$ cat src/rtl/jk_ctrl_pkg.sv
// Shared encodings for the JK counter controller: cell drive codes, command
// opcodes and FSM states.
package jk_ctrl_pkg;

  localparam logic [1:0] JK_HOLD = 2'b00;
  localparam logic [1:0] JK_RST  = 2'b01;
  localparam logic [1:0] JK_SET  = 2'b10;
  localparam logic [1:0] JK_TOG  = 2'b11;

  localparam logic [1:0] OP_LOAD  = 2'b00;
  localparam logic [1:0] OP_UP    = 2'b01;
  localparam logic [1:0] OP_DOWN  = 2'b10;
  localparam logic [1:0] OP_CLEAR = 2'b11;

  typedef enum logic [1:0] {
    ST_IDLE = 2'b00,
    ST_LOAD = 2'b01,
    ST_RUN  = 2'b10,
    ST_DONE = 2'b11
  } state_e;

  // J/K pair that forces a cell to the given value on the next edge.
  function automatic logic [1:0] jk_drive(input logic bit_val);
    return bit_val ? JK_SET : JK_RST;
  endfunction

endpackage

$ cat src/rtl/jk_cell.sv
// Single JK flip-flop storage cell with asynchronous active-low reset to 0.
module jk_cell
  import jk_ctrl_pkg::*;
(
  input  logic       clk,
  input  logic       rst_n,
  input  logic [1:0] jk,
  output logic       q
);

  // JK state update: hold / reset / set / toggle.
  always_ff @(posedge clk or negedge rst_n) begin
    if (!rst_n) begin
      q <= 1'b0;
    end else begin
      case (jk)
        JK_HOLD: q <= q;
        JK_RST:  q <= 1'b0;
        JK_SET:  q <= 1'b1;
        JK_TOG:  q <= ~q;
        default: q <= q;
      endcase
    end
  end

endmodule

$ cat src/rtl/jk_counter_ctrl.sv
// Command-driven sequencer that loads, clears or steps a bank of JK cells
// up/down a programmed number of times, reporting busy/done/wrap.
module jk_counter_ctrl
  import jk_ctrl_pkg::*;
#(
  parameter int WIDTH = 4,
  parameter int LEN_W = 8
) (
  input  logic             clk,
  input  logic             rst_n,
  input  logic             cmd_valid,
  output logic             cmd_ready,
  input  logic [1:0]       cmd_op,
  input  logic [WIDTH-1:0] cmd_data,
  input  logic [LEN_W-1:0] cmd_len,
  input  logic             abort,
  output logic [WIDTH-1:0] q,
  output logic             busy,
  output logic             done,
  output logic             wrap
);

  state_e                  state_r;
  state_e                  next_state_s;
  logic [LEN_W-1:0]        remaining_r;
  logic [1:0]              op_r;
  logic [WIDTH-1:0]        data_r;
  logic [WIDTH-1:0][1:0]   jk_s;
  logic [WIDTH-1:0]        tog_s;
  logic                    accept_s;
  logic                    step_s;
  logic                    up_s;
  logic                    wrap_s;
  logic                    busy_s;
  logic                    done_s;
  logic                    ready_s;
  logic                    busy_r;
  logic                    done_r;
  logic                    ready_r;
  logic                    wrap_r;

  assign accept_s = cmd_valid && (state_r == ST_IDLE);
  assign step_s   = (state_r == ST_RUN) && !abort;
  assign up_s     = (op_r == OP_UP);
  assign wrap_s   = step_s && (up_s ? (&q) : ~(|q));

  // State register plus registered status outputs decoded from next state.
  always_ff @(posedge clk or negedge rst_n) begin
    if (!rst_n) begin
      state_r <= ST_IDLE;
      busy_r  <= 1'b0;
      done_r  <= 1'b0;
      ready_r <= 1'b1;
    end else begin
      state_r <= next_state_s;
      busy_r  <= busy_s;
      done_r  <= done_s;
      ready_r <= ready_s;
    end
  end

  // Next-state logic.
  always_comb begin
    next_state_s = state_r;
    case (state_r)
      ST_IDLE: begin
        if (!accept_s) begin
          next_state_s = ST_IDLE;
        end else if (cmd_op == OP_LOAD || cmd_op == OP_CLEAR) begin
          next_state_s = ST_LOAD;
        end else if (cmd_len == {LEN_W{1'b0}}) begin
          next_state_s = ST_DONE;
        end else begin
          next_state_s = ST_RUN;
        end
      end
      ST_LOAD: next_state_s = ST_DONE;
      ST_RUN: begin
        if (abort) begin
          next_state_s = ST_DONE;
        end else if (remaining_r == LEN_W'(1)) begin
          next_state_s = ST_DONE;
        end else begin
          next_state_s = ST_RUN;
        end
      end
      ST_DONE: next_state_s = ST_IDLE;
      default: next_state_s = ST_IDLE;
    endcase
  end

  // Status outputs for the state being entered.
  always_comb begin
    busy_s  = 1'b0;
    done_s  = 1'b0;
    ready_s = 1'b0;
    case (next_state_s)
      ST_IDLE: ready_s = 1'b1;
      ST_LOAD: busy_s  = 1'b1;
      ST_RUN:  busy_s  = 1'b1;
      ST_DONE: begin
        busy_s = 1'b1;
        done_s = 1'b1;
      end
      default: ready_s = 1'b1;
    endcase
  end

  // Command latch, step counter and wrap flag.
  always_ff @(posedge clk or negedge rst_n) begin
    if (!rst_n) begin
      op_r        <= OP_LOAD;
      data_r      <= {WIDTH{1'b0}};
      remaining_r <= {LEN_W{1'b0}};
      wrap_r      <= 1'b0;
    end else begin
      wrap_r <= wrap_s;
      if (accept_s) begin
        op_r        <= cmd_op;
        // CLEAR is a load of zero, so the LOAD state handles both.
        data_r      <= (cmd_op == OP_CLEAR) ? {WIDTH{1'b0}} : cmd_data;
        remaining_r <= cmd_len;
      end else if (step_s) begin
        remaining_r <= remaining_r - LEN_W'(1);
      end else if (state_r == ST_RUN) begin
        remaining_r <= {LEN_W{1'b0}};
      end else begin
        remaining_r <= remaining_r;
      end
    end
  end

  // Per-bit J/K generation: forced load, or ripple-toggle for counting.
  always_comb begin
    tog_s    = {WIDTH{1'b0}};
    tog_s[0] = 1'b1;
    for (int i = 1; i < WIDTH; i++) begin
      tog_s[i] = tog_s[i-1] & (up_s ? q[i-1] : ~q[i-1]);
    end
    jk_s = '{default: JK_HOLD};
    case (state_r)
      ST_LOAD: begin
        for (int i = 0; i < WIDTH; i++) begin
          jk_s[i] = jk_drive(data_r[i]);
        end
      end
      ST_RUN: begin
        for (int i = 0; i < WIDTH; i++) begin
          jk_s[i] = (step_s && tog_s[i]) ? JK_TOG : JK_HOLD;
        end
      end
      default: jk_s = '{default: JK_HOLD};
    endcase
  end

  for (genvar g = 0; g < WIDTH; g++) begin : g_cell
    jk_cell u_cell (
      .clk   (clk),
      .rst_n (rst_n),
      .jk    (jk_s[g]),
      .q     (q[g])
    );
  end

  assign cmd_ready = ready_r;
  assign busy      = busy_r;
  assign done      = done_r;
  assign wrap      = wrap_r;

endmodule

$ cat config.mk
export PLATFORM = sky130hd
export DESIGN_NAME = jk_counter_ctrl
export DESIGN_NICKNAME = d
export VERILOG_FILES = /design/src/rtl/jk_ctrl_pkg.sv /design/src/rtl/jk_cell.sv /design/src/rtl/jk_counter_ctrl.sv
export SDC_FILE = /design/constraint.sdc
export NUM_CORES = 1
export LEC_CHECK = 0
export BUFFER_PORTS_ARGS = -buffer_cell sky130_fd_sc_hd__clkbuf_2
export CAP_MARGIN = 20
export CORE_MARGIN = 1
export CORE_UTILIZATION = 35
export DETAILED_ROUTE_END_ITERATION = 10
export GPL_TIMING_DRIVEN = 0
export PLACE_DENSITY_LB_ADDON = 0.08
export SLEW_MARGIN = 40
export SYNTH_ARGS = -nofsm -noshare
export SYNTH_HDL_FRONTEND = slang
export SYNTH_SLANG_ARGS = --single-unit
$ cat constraint.sdc
create_clock -name clk -period 4.8 [get_ports clk]
set_input_delay 0.24 -clock clk [delete_from_list [all_inputs] [get_ports clk]]
set_output_delay 0.24 -clock clk [all_outputs]
set_load 0.03 [all_outputs]
==> results of run 1 <==
## how the worst max path moves through the flow
stage / from / end / slack, ps / cells after the start
floorplan: state_r[0]$_DFF_PN0_ / g_cell[3].u_cell.q$_DFFE_PN0P_ / 3120 / 6
global placement: state_r[0]$_DFF_PN0_ / g_cell[3].u_cell.q$_DFFE_PN0P_ / 3020 / 6
detailed placement: state_r[0]$_DFF_PN0_ / remaining_r[2]$_DFFE_PN0P_ / 2930 / 6
CTS: state_r[0]$_DFF_PN0_ / remaining_r[2]$_DFFE_PN0P_ / 2890 / 6
global route: state_r[0]$_DFF_PN0_ / remaining_r[2]$_DFFE_PN0P_ / 2760 / 6
finish: state_r[0]$_DFF_PN0_ / remaining_r[2]$_DFFE_PN0P_ / 2920 / 6
## Yosys cell counts (all sizes together) (2+ instances only)
cell,instances,share of area [%]
a21oi,6,2.1
a21o,2,1.0
mux2,3,2.3
and3,2,0.87
nor3,2,0.69
or4,2,1.0
ha,7,6.1
o221ai,2,1.2
nand4b,3,1.8
nor2b,2,0.87
inv,8,2.1
and2,4,1.7
nand3,9,3.1
buf,4,2.1
nor4,2,1.3
nor2,10,2.6
dfrtp,23,40
nand4,4,1.7
o21a,4,2.1
or3,3,1.3
clkbuf,5,1.3
nand2b,6,3.1
a31oi,4,1.7
o21ai,9,3.1
nand2,11,2.9
## state kept, by name (all words and copies together) (netlist names), 2 cells and up
name,flops
data_r,4
op_r,2
g_cell.u_cell.q,4
state_r,2
remaining_r,8
## per-stage QoR
stage	cells	cell area (µm²)	total power [W]	hold WS, ps
2_1_floorplan	155	1440	0.000707	-55.6
3_5_place_dp	228	1630	0.000833	281
3_3_place_gp	228	1630	0.000817	274
6_report	233	1680	0.000950	204
5_1_grt	233	1680	0.00104	211
4_1_cts	233	1680	0.000958	205
## layout make-up
type / count / area, µm²
timing repair buffer: 26 / 135
clock buffer: 4 / 45.0
sequential: 24 / 602
tap: 48 / 60.1
inverter: 8 / 30.0
fill: 389 / 2120
buffer: 9 / 48.8
multi-input combinational: 114 / 762
## layer usage
layer	GRT usage, %	share of wire [%]	up-vias
met5	0	0	-
met4	4.52	0.69	0
met3	4.31	6.1	2
met2	28.2	46	42
met1	22.8	47	592
li1	-	-	624
## power by group
| group | internal (W) | switching (W) | total [W] | leakage, nW |
|---|---|---|---|---|
| combinational | 0.000188 | 0.000268 | 0.000456 | 0.442 |
| sequential | 0.000291 | 0.0000818 | 0.000373 | 0.287 |
| clock | 0.0000593 | 0.0000617 | 0.000121 | 0.0228 |
## cell families after synthesis
| group | Yosys count | share of synthesized area, % |
|---|---|---|
| AND/OR/NAND/NOR | 66 | 26.9 |
| AO/OA/AOI/OAI | 37 | 16.9 |
| flip-flops | 24 | 41.7 |
| buffers and inverters | 17 | 5.46 |
| adder cells (fa/ha/maj) | 7 | 6.07 |
| multiplexers | 3 | 2.34 |
| XOR/XNOR | 1 | 0.607 |
## placed cells by master, fill, tap and decap left out, types with 2 or more instances in the layout
cell and instances:
a21o_1 2, a21oi_1 6, a31oi_1 4, and2_1 4, and3_1 2, buf_4 4
clkbuf_1 6, clkbuf_2 25, clkbuf_8 3, dfrtp_1 23, ha_1 7, inv_1 8
mux2_2 3, nand2_1 11, nand2b_1 5, nand3_1 9, nand4_1 4, nand4b_1 3
nor2_1 10, nor2b_1 2, nor3_1 2, o21a_1 4, o21ai_0 8, o221ai_1 2
or3_1 3, or4_1 2
## worst max-delay path, cell delays in order, from the launching register on
cell and delay (ps):
dfrtp_1 390, inv_1 100, ha_1 290, clkbuf_1 350, nand2_1 120, o311ai_0 400
o21a_1 180
==> qor.txt, run 1 <==
antenna violations before repair - 0
Final setup viols - 0
final period utilization - 39.2%
r2r worst-path depth - 6
# DRC - 0
post-DR vias/cell - 5.41
Critical Path RT - 5010 ps
Unique masters post-synth - 46
H-Tree Depth - 1
die width - 66.2 µm
Crit Path Class - flip-flop to flip-flop
Gate Count Post-Synth - 155
drt pass-1 iters - 4
Post-synth ARST share - 100%
CP endpoint kind - flip-flop
detailed-route wire length - 3350 µm
# IOs - 26
reg-to-reg startpoint - state_r[0]$_DFF_PN0_
Worst-Skew Late Latency - 260 ps
clk sinks - 24
cts bufs inserted - 3
Peak VDD IR - 0.265 mV
Final min period - 1880 ps
Row Count - 22
clock-pin slew of the registers on the worst-case setup and hold paths - 80 ps
yosys warns - 0
worst r2r dst - remaining_r[2]$_DFFE_PN0P_
Detailed Route Iter0 Violations - 73
# nets final - 211
Post-Syn Nets - 180
highest clock rate - 0.531 GHz
RSZ-0062 raised after global routing - no
EDFF count, synth - 0
first-pass GRT wire length - 5660 µm
grt ovf - 0
Max Cap Violations - 0
Final Max Slew Viols - 0
core area - 0.00380 mm²
wire per inst - 14.4 µm
worst setup margin - 2920 ps
clk_skew - 3.53 ps
CTS tree - built
DP Worst Slack - 2930 ps
Routed Antenna Nets - 0
Initial Utilization - 38.0%
Seq/Total Area, Yosys - 41.7%
Max clock buf depth - 2
crit start category - flip-flop
layout cells sized above 1 - 21.1%
vias in the first global route - 1218
Final HPWL DP - 2590 µm
status - completed
Buffers on Ports - 25
pin count of the biggest net entering global routing - 25
Worst Hold Class - input port to flip-flop
Die ar. - 0.00438 mm²
Die Y - 66.2 µm
vias post-DR - 1260
Post-Route Setup TNS - 0 ps
syn avg cell area - 9.31 µm²
cts hold-fix bufs - 1
Max-slew headroom - 59.2%
Worst Path Max Fanout - 10
Post-CTS Setup Bufs - 0
Mapped Area - 0.00144 mm²
Hold Crit Start - cmd_data[0]
WHS Endpoint - data_r[0]$_DFFE_PN0P_
area grow syn2layout - 16.7%
Pleak - 0.751 nW
GPL Wtd Cong - 0.814
final hold vios - 0
Total Routing Usage GR - 17.4%
Clock Tree Root - clkbuf_8
Worst EP arrival - 2090 ps
Gates resized, CTS repair - 0
final core utilization - 44.3%
pwr dens - 565 mW/mm²
Ant. Diodes - 0
Synth Flop Type - dfrtp_1
Hold Path Stages - 3
synthesized flop and latch total - 24
FF-to-FF setup slack - 2920 ps
worst slew pin tran - 612 ps
(Power assumes the default switching activity.)
==> run 2, diff against run 1 <==
--- a/config.mk
+++ b/config.mk
@@ -5,6 +5,7 @@
 export SDC_FILE = /design/constraint.sdc
 export NUM_CORES = 1
 export LEC_CHECK = 0
+export ABC_AREA = 1
 export BUFFER_PORTS_ARGS = -buffer_cell sky130_fd_sc_hd__clkbuf_2
 export CAP_MARGIN = 20
 export CORE_MARGIN = 1
==> constraint.sdc (replaced) <==
create_clock -name clk -period 1.6 [get_ports clk]
set_input_delay 0.08 -clock clk [delete_from_list [all_inputs] [get_ports clk]]
set_output_delay 0.08 -clock clk [all_outputs]
set_load 0.03 [all_outputs]
==> run 2 against run 1 <==
Effect of this change:
- clock power increased to 3.4 times the previous value
- global-route usage decreased by 1.2 points
- largest power group unchanged
- via count about the same
- critical endpoint is now remaining_r[7]$_DFFE_PN0P_
- combinational power increased to 3.3 times the previous value
- cell area increased by 1.1%
- clock skew decreased by 0.76 ps
- setup slack got worse by 2800 ps
- flip-flop and latch count unchanged
- sequential power increased to 2.8 times the previous value
- highest routed layer unchanged
- sequential share of layout area decreased by 0.39 points
- register-to-register slack got worse by 2800 ps
==> qor.txt, run 2 <==
Worst EP arrival - 1690 ps (-400 ps)
Gate Count Post-Synth - 186 (+20%)
biggest regs - remaining_r (8), data_r (4), g_cell.u_cell.q (4)
Critical Path RT - 1810 ps (-3200 ps)
pin count of the biggest net entering global routing - 25 (unchanged)
syn avg cell area - 7.55 µm² (-19%)
vias post-DR - 1261 (+0.079%)
placed inst area - 0.00159 mm² (-2.3%)
Crit Path Class - flip-flop to flip-flop
Synth Flop Type - dfrtp_1
# IOs - 26 (unchanged)
post-synth top area share - 41.0% (+1.1 points)
first-pass GRT wire length - 5250 µm (-7.3%)
Die ar. - 0.00427 mm² (-2.5%)
Final Cell Area - 0.00170 mm² (+1.1%)
Layout fillers - 398 (+2.3%)
Max-slew headroom - 60.2% (+0.97 points)
DR WL met3 - 143 µm (-30%)
die width - 65.4 µm (-1.3%)
Initial Utilization - 37.5% (-0.44 points)
wire per inst - 11.7 µm (-18%)
met1 WL - 1570 µm (-0.51%)
Reg area - 602 µm² (unchanged)
Die Y - 65.4 µm (-1.3%)
area grow syn2layout - 21.1%
yosys warns - 0 (unchanged)
Worst Path Max Fanout - 8 (-2)
post-DR vias/cell - 4.76 (-12%)
Post-Syn Nets - 211 (+17%)
Routed Antenna Nets - 0 (unchanged)
highest metal used - met4
cts bufs inserted - 3 (unchanged)
worst slew pin tran - 597 ps (-14.5 ps)
Worst Hold Class - input port to flip-flop
detailed-route wire length - 3110 µm (-7.3%)
Mapped Area - 0.00141 mm² (-2.6%)
CP endpoint kind - flip-flop
crit start category - flip-flop
Largest register FFs - 8 (unchanged)
clock-pin slew of the registers on the worst-case setup and hold paths - 80 ps (about the same)
final hold vios - 0 (unchanged)
Post-synth top cells - nand2_1, inv_1, dfrtp_1
Final min period - 1480 ps (-403 ps)
largest reg by FF count - remaining_r
Clock Tree Root - clkbuf_8
synthesized flop and latch total - 24 (unchanged)
Ant. Diodes - 0 (unchanged)
CTS tree - built
drt pass-1 iters - 4 (unchanged)
Max clock buf depth - 2 (unchanged)
Unique masters post-synth - 28 (-39%)
GPL Wtd Cong - 0.804 (-1.2%)
# DRC - 0 (unchanged)
Pleak - 0.878 nW (+17%)
Max Cap Violations - 0 (unchanged)
final core utilization - 45.5% (+1.2 points)
fin cells - 265 (+14%)
synth top area cells - dfrtp_1, nand2_1, inv_1
final period utilization - 92.5% (+53 points)
Worst-Skew Late Latency - 270 ps (about the same)
RSZ-0062 raised after global routing - yes
Post-synth ARST share - 100% (unchanged)
Buffers on Ports - 25 (unchanged)
status - completed
DP Worst Slack - 5.27 ps (-2920 ps)
area leader, netlist - dfrtp_1
EDFF count, synth - 0 (unchanged)
Row Count - 22 (unchanged)
area of the multi-input gates - 664 µm² (-13%)
Total Routing Usage GR - 16.2% (-1.2 points)
core area - 0.00374 mm² (-1.4%)
Seq/Total Area, Yosys - 42.8% (+1.1 points)
Final setup viols - 0 (unchanged)
Final HPWL DP - 2380 µm (-7.9%)
dpl cells - 259 (+14%)
Peak VDD IR - 0.768 mV (+190%)
highest clock rate - 0.675 GHz (+27%)
clk sinks - 24 (unchanged)
Final Max Slew Viols - 0 (unchanged)
count leader, synth - nand2_1
worst setup margin - 120 ps (-2800 ps)
Detailed Route Iter0 Violations - 54 (-26%)
layout cells sized above 1 - 22.6% (+1.5 points)
vias in the first global route - 1246 (+2.3%)
pwr dens - 1730 mW/mm² (+210%)
PnR Total Power - 0.00295 W (+210%)
# nets final - 243 (+15%)
most frequent cells in the layout - nand2_1, inv_1, clkbuf_2, dfrtp_1, o21ai_0
most common cell after layout, fill and taps aside - nand2_1
H-Tree Depth - 1 (unchanged)
grt ovf - 0 (unchanged)
met2 WL post-DR - 1370 µm (-11%)
clk_skew - 2.77 ps (-0.763 ps)
antenna violations before repair - 0 (unchanged)
## run 2: kinds of logic after synthesis
family | after synthesis | synth area share [%]
buffers and inverters | 38 | 11.3
XOR/XNOR | 1 | 0.623
adder cells (fa/ha/maj) | 7 | 6.23
flip-flops | 24 | 42.8
AND/OR/NAND/NOR | 81 | 24.8
AO/OA/AOI/OAI | 35 | 14.2
## run 2: power by group
part,total (W),switching [W],internal [W]
logic,0.00149,0.000965,0.000523
registers,0.00105,0.000176,0.000870
clock network,0.000411,0.000191,0.000220
total,0.00295,0.00133,0.00161
## run 2: path summary, 6_finish.rpt
check	start	to	cells after the start	slack, ps
max	state_r[0]$_DFF_PN0_	remaining_r[7]$_DFFE_PN0P_	8	120
min	cmd_len[4]	remaining_r[4]$_DFFE_PN0P_	3	40
max reg2reg	state_r[0]$_DFF_PN0_	remaining_r[7]$_DFFE_PN0P_	8	120
min reg2reg	g_cell[2].u_cell.q$_DFFE_PN0P_	g_cell[2].u_cell.q$_DFFE_PN0P_	2	530
max in group asynchronous	rst_n	busy$_DFF_PN0_	2	870
min in group asynchronous	rst_n	remaining_r[5]$_DFFE_PN0P_	2	340
## run 2: repair_timing
action / 4_1_cts / 5_1_grt
setup endpoints to repair: 1 / 9
gates resized for setup: 1 / 5
buffers inserted: 0 / 2
hold buffers: 1 / 0
endpoints found under the hold margin: 23 / 0
pin swaps: 0 / 1
## run 2: layout make-up
cell class	instances	area share [%]
Buffer	5	2.06
Clock buffer	4	3.24
Inverter	32	7.21
Multi-Input combinational cell	124	39.0
Sequential cell	24	35.4
Tap cell	48	3.53
Timing Repair Buffer	28	9.56
## run 2: critical path, cell delays in order, from the launching register on
cell and delay, ps:
dfrtp_1 390, inv_1 110, ha_2 230, nand2_2 130, nor2_4 160, inv_2 100, a31oi_1 150, o21ai_1 90
nand3_1 70
## run 2: routing by layer
| layer | vias up | track usage, % |
|---|---|---|
| li1 | 650 | - |
| met1 | 584 | 20.8 |
| met2 | 25 | 26.4 |
| met3 | 2 | 4.17 |
| met4 | 0 | 4.89 |
| met5 | - | 0 |
## run 2: stage by stage
step | hold slack [ps] | TNS (ps)
after floorplan | -216 | 0
after global placement | 121 | 0
after detailed placement | 129 | 0
after CTS | 30.7 | 0
after global routing | 44.9 | -4.75
final | 37.0 | 0
==> run 3, diff against run 2 <==
--- a/config.mk
+++ b/config.mk
@@ -13,6 +13,7 @@
 export DETAILED_ROUTE_END_ITERATION = 10
 export GPL_TIMING_DRIVEN = 0
 export PLACE_DENSITY_LB_ADDON = 0.08
+export REMOVE_ABC_BUFFERS = 1
 export SLEW_MARGIN = 40
 export SYNTH_ARGS = -nofsm -noshare
 export SYNTH_HDL_FRONTEND = slang
==> constraint.sdc (replaced) <==
create_clock -name clk -period 1.55 [get_ports clk]
set_input_delay 0.0775 -clock clk [delete_from_list [all_inputs] [get_ports clk]]
set_output_delay 0.0775 -clock clk [all_outputs]
set_load 0.03 [all_outputs]
==> run 3 against run 2 <==
Effect of this change:
- combinational power barely moved
- global-route usage up 1.2 points
- largest cell class unchanged
- register-to-register slack improved by 40 ps
- setup slack better by 43 ps
==> qor.txt, run 3 (same netlist as run 2, synthesis figures left out) <==
status - completed
final core utilization - 44.8% (-0.70 points)
Final Cell Area - 0.00168 mm² (-1.5%)
Total Routing Usage GR - 17.4% (+1.2 points)
Ant. Diodes - 0 (unchanged)
Row Count - 22 (unchanged)
Max clock buf depth - 2 (unchanged)
Max-slew headroom - 58.2% (-2.0 points)
clock-pin slew of the registers on the worst-case setup and hold paths - 90 ps (about the same)
Worst-Skew Late Latency - 270 ps (about the same)
switching power - 0.00138 W (+3.7%)
core area - 0.00374 mm² (unchanged)
placed inst area - 0.00155 mm² (-2.4%)
pwr dens - 1780 mW/mm² (+3.1%)
most common cell after layout, fill and taps aside - nand2_1
final hold vios - 0 (unchanged)
most frequent cells in the layout - nand2_1, inv_1, clkbuf_2, dfrtp_1, o21ai_0
Crit Path Class - flip-flop to flip-flop
highest clock rate - 0.721 GHz (+6.7%)
# nets final - 238 (-2.1%)
Clk pwr share - 14.4% (+0.4 points)
Pleak - 0.857 nW (-2.4%)
Worst Path Max Fanout - 8 (unchanged)
Final Max Slew Viols - 0 (unchanged)
H-Tree Depth - 1 (unchanged)
RSZ-0062 raised after global routing - no
crit-path cells - inv_2 > ha_1 > nand2_4 > inv_4 > nor2_4 > inv_4 > a31oi_1 > o21ai_1 > nand3_1
vias in the first global route - 1232 (-1.1%)
cts bufs inserted - 3 (unchanged)
Routed Antenna Nets - 0 (unchanged)
Post-Route Setup TNS - 0 ps (unchanged)
Comb power frac - 49.4% (-1.1 points)
layout cells sized above 1 - 21.7% (-0.88 points)
die width - 65.4 µm (unchanged)
sequential share of power - 36.2% (+0.7 points)
Layout fillers - 402 (+1.0%)
Initial Utilization - 37.5% (unchanged)
vias post-DR - 1221 (-3.2%)
Max Cap Violations - 0 (unchanged)
Peak VDD IR - 0.884 mV (+15%)
grt ovf - 0 (unchanged)
slowest cell on the critical path - dfrtp_1
Die Y - 65.4 µm (unchanged)
Final min period - 1390 ps (-92.5 ps)
crit-path max cell delay - 370 ps (-20 ps)
detailed-route wire length - 3180 µm (+2.3%)
crit-path leading delay family - flip-flops
number of buffers and inverters on the critical path - 3 (+1)
clk_skew - 6.90 ps (+4.13 ps)
Detailed Route Iter0 Violations - 71 (+31%)
GPL Wtd Cong - 0.785 (-2.4%)
# DRC - 0 (unchanged)
antenna violations before repair - 0 (unchanged)
crit-path most repeated cell - inv_4
first-pass GRT wire length - 5580 µm (+6.3%)
Int Pwr - 0.00161 W (-0.35%)
Final setup viols - 0 (unchanged)
area grow syn2layout - 19.2%
worst slew pin tran - 627 ps (+29.7 ps)
Die ar. - 0.00427 mm² (unchanged)
Buffers on Ports - 25 (unchanged)
switching share of power - 46.3% (+1.0 points)
largest reg by FF count - remaining_r
Final HPWL DP - 2360 µm (-1.2%)
Worst Hold Class - input port to flip-flop
post-DR vias/cell - 4.70 (-1.3%)
crit start category - flip-flop
clk sinks - 24 (unchanged)
Worst EP arrival - 1590 ps (-100 ps)
Critical Path RT - 1760 ps (-50 ps)
wire per inst - 12.2 µm (+4.3%)
CTS tree - built
final period utilization - 89.5% (-3.0 points)
Clock Tree Root - clkbuf_8
# IOs - 26 (unchanged)
pin count of the biggest net entering global routing - 25 (unchanged)
CP endpoint kind - flip-flop
PnR Total Power - 0.00299 W (+1.5%)
Largest register FFs - 8 (unchanged)
biggest regs - remaining_r (8), data_r (4), g_cell.u_cell.q (4)
hold_ws - 33.6 ps (-3.40 ps)
drt pass-1 iters - 4 (unchanged)
==> run 3: changes by cell type in the layout (fill, tap and decap cells not counted), sizes merged <==
cell	change
buf	-5
==> run 3: stage by stage <==
stage	setup WS, ps	instances
floorplan	155	180
global placement	-90.6	253
detailed placement	-100	253
CTS	43.1	259
global route	8.45	260
finish	162	260
==> run 3: per-layer routing <==
metal / GRT usage, % / part of all wire, % / vias to the layer above
li1: - / - / 643
met1: 24.0 / 51 / 557
met2: 27.2 / 45 / 19
met3: 4.17 / 3.2 / 2
met4: 4.08 / 0.72 / 0
met5: 0 / 0 / -
==> run 3: worst paths after layout <==
kind	endpoint	startpoint	slack, ps	cells after the start
worst max register to register	remaining_r[7]$_DFFE_PN0P_	state_r[0]$_DFF_PN0_	160	9
worst min register to register	g_cell[3].u_cell.q$_DFFE_PN0P_	g_cell[3].u_cell.q$_DFFE_PN0P_	530	2
max in group asynchronous	g_cell[2].u_cell.q$_DFFE_PN0P_	rst_n	790	2
min in group asynchronous	remaining_r[4]$_DFFE_PN0P_	rst_n	350	2
worst max-delay path	remaining_r[7]$_DFFE_PN0P_	state_r[0]$_DFF_PN0_	160	9
worst min-delay path	remaining_r[4]$_DFFE_PN0P_	cmd_len[4]	30	3
==> run 3: worst register-to-register path, stage by stage, from the launching register on <==
cell	delay, ps
dfrtp_1	370
inv_2	70
ha_1	230
nand2_4	110
inv_4	40
nor2_4	150
inv_4	80
a31oi_1	140
o21ai_1	80
nand3_1	60
==> run 3: layout make-up <==
cell class                 count  area, µm²  share of cell area (%)
multi-input combinational    124        683                    40.8
clock buffer                   4       55.1                    3.29
inverter                      32        125                    7.47
sequential                    24        602                    35.9
timing repair buffer          28        150                    8.96
tap                           48       60.1                    3.58
==> run 3: timing repair <==
action | in CTS | in global routing
pin swaps | 0 | 2
buffers inserted | 1 | 1
hold buffers | 1 | 0
resized for setup | 1 | 10
gates cloned | 0 | 0
setup endpoints to repair | 6 | 10
endpoints found under the hold margin | 23 | 0
==> run 3: power by group through the flow <==
stage                     Sequential [W]  Combinational, W  Clock [W]
after floorplan                  0.00121          0.000873          0
after global placement           0.00109           0.00135          0
after detailed placement         0.00109           0.00138          0
after CTS                        0.00108           0.00140   0.000457
after global routing             0.00112           0.00170   0.000473
final                            0.00108           0.00148   0.000432
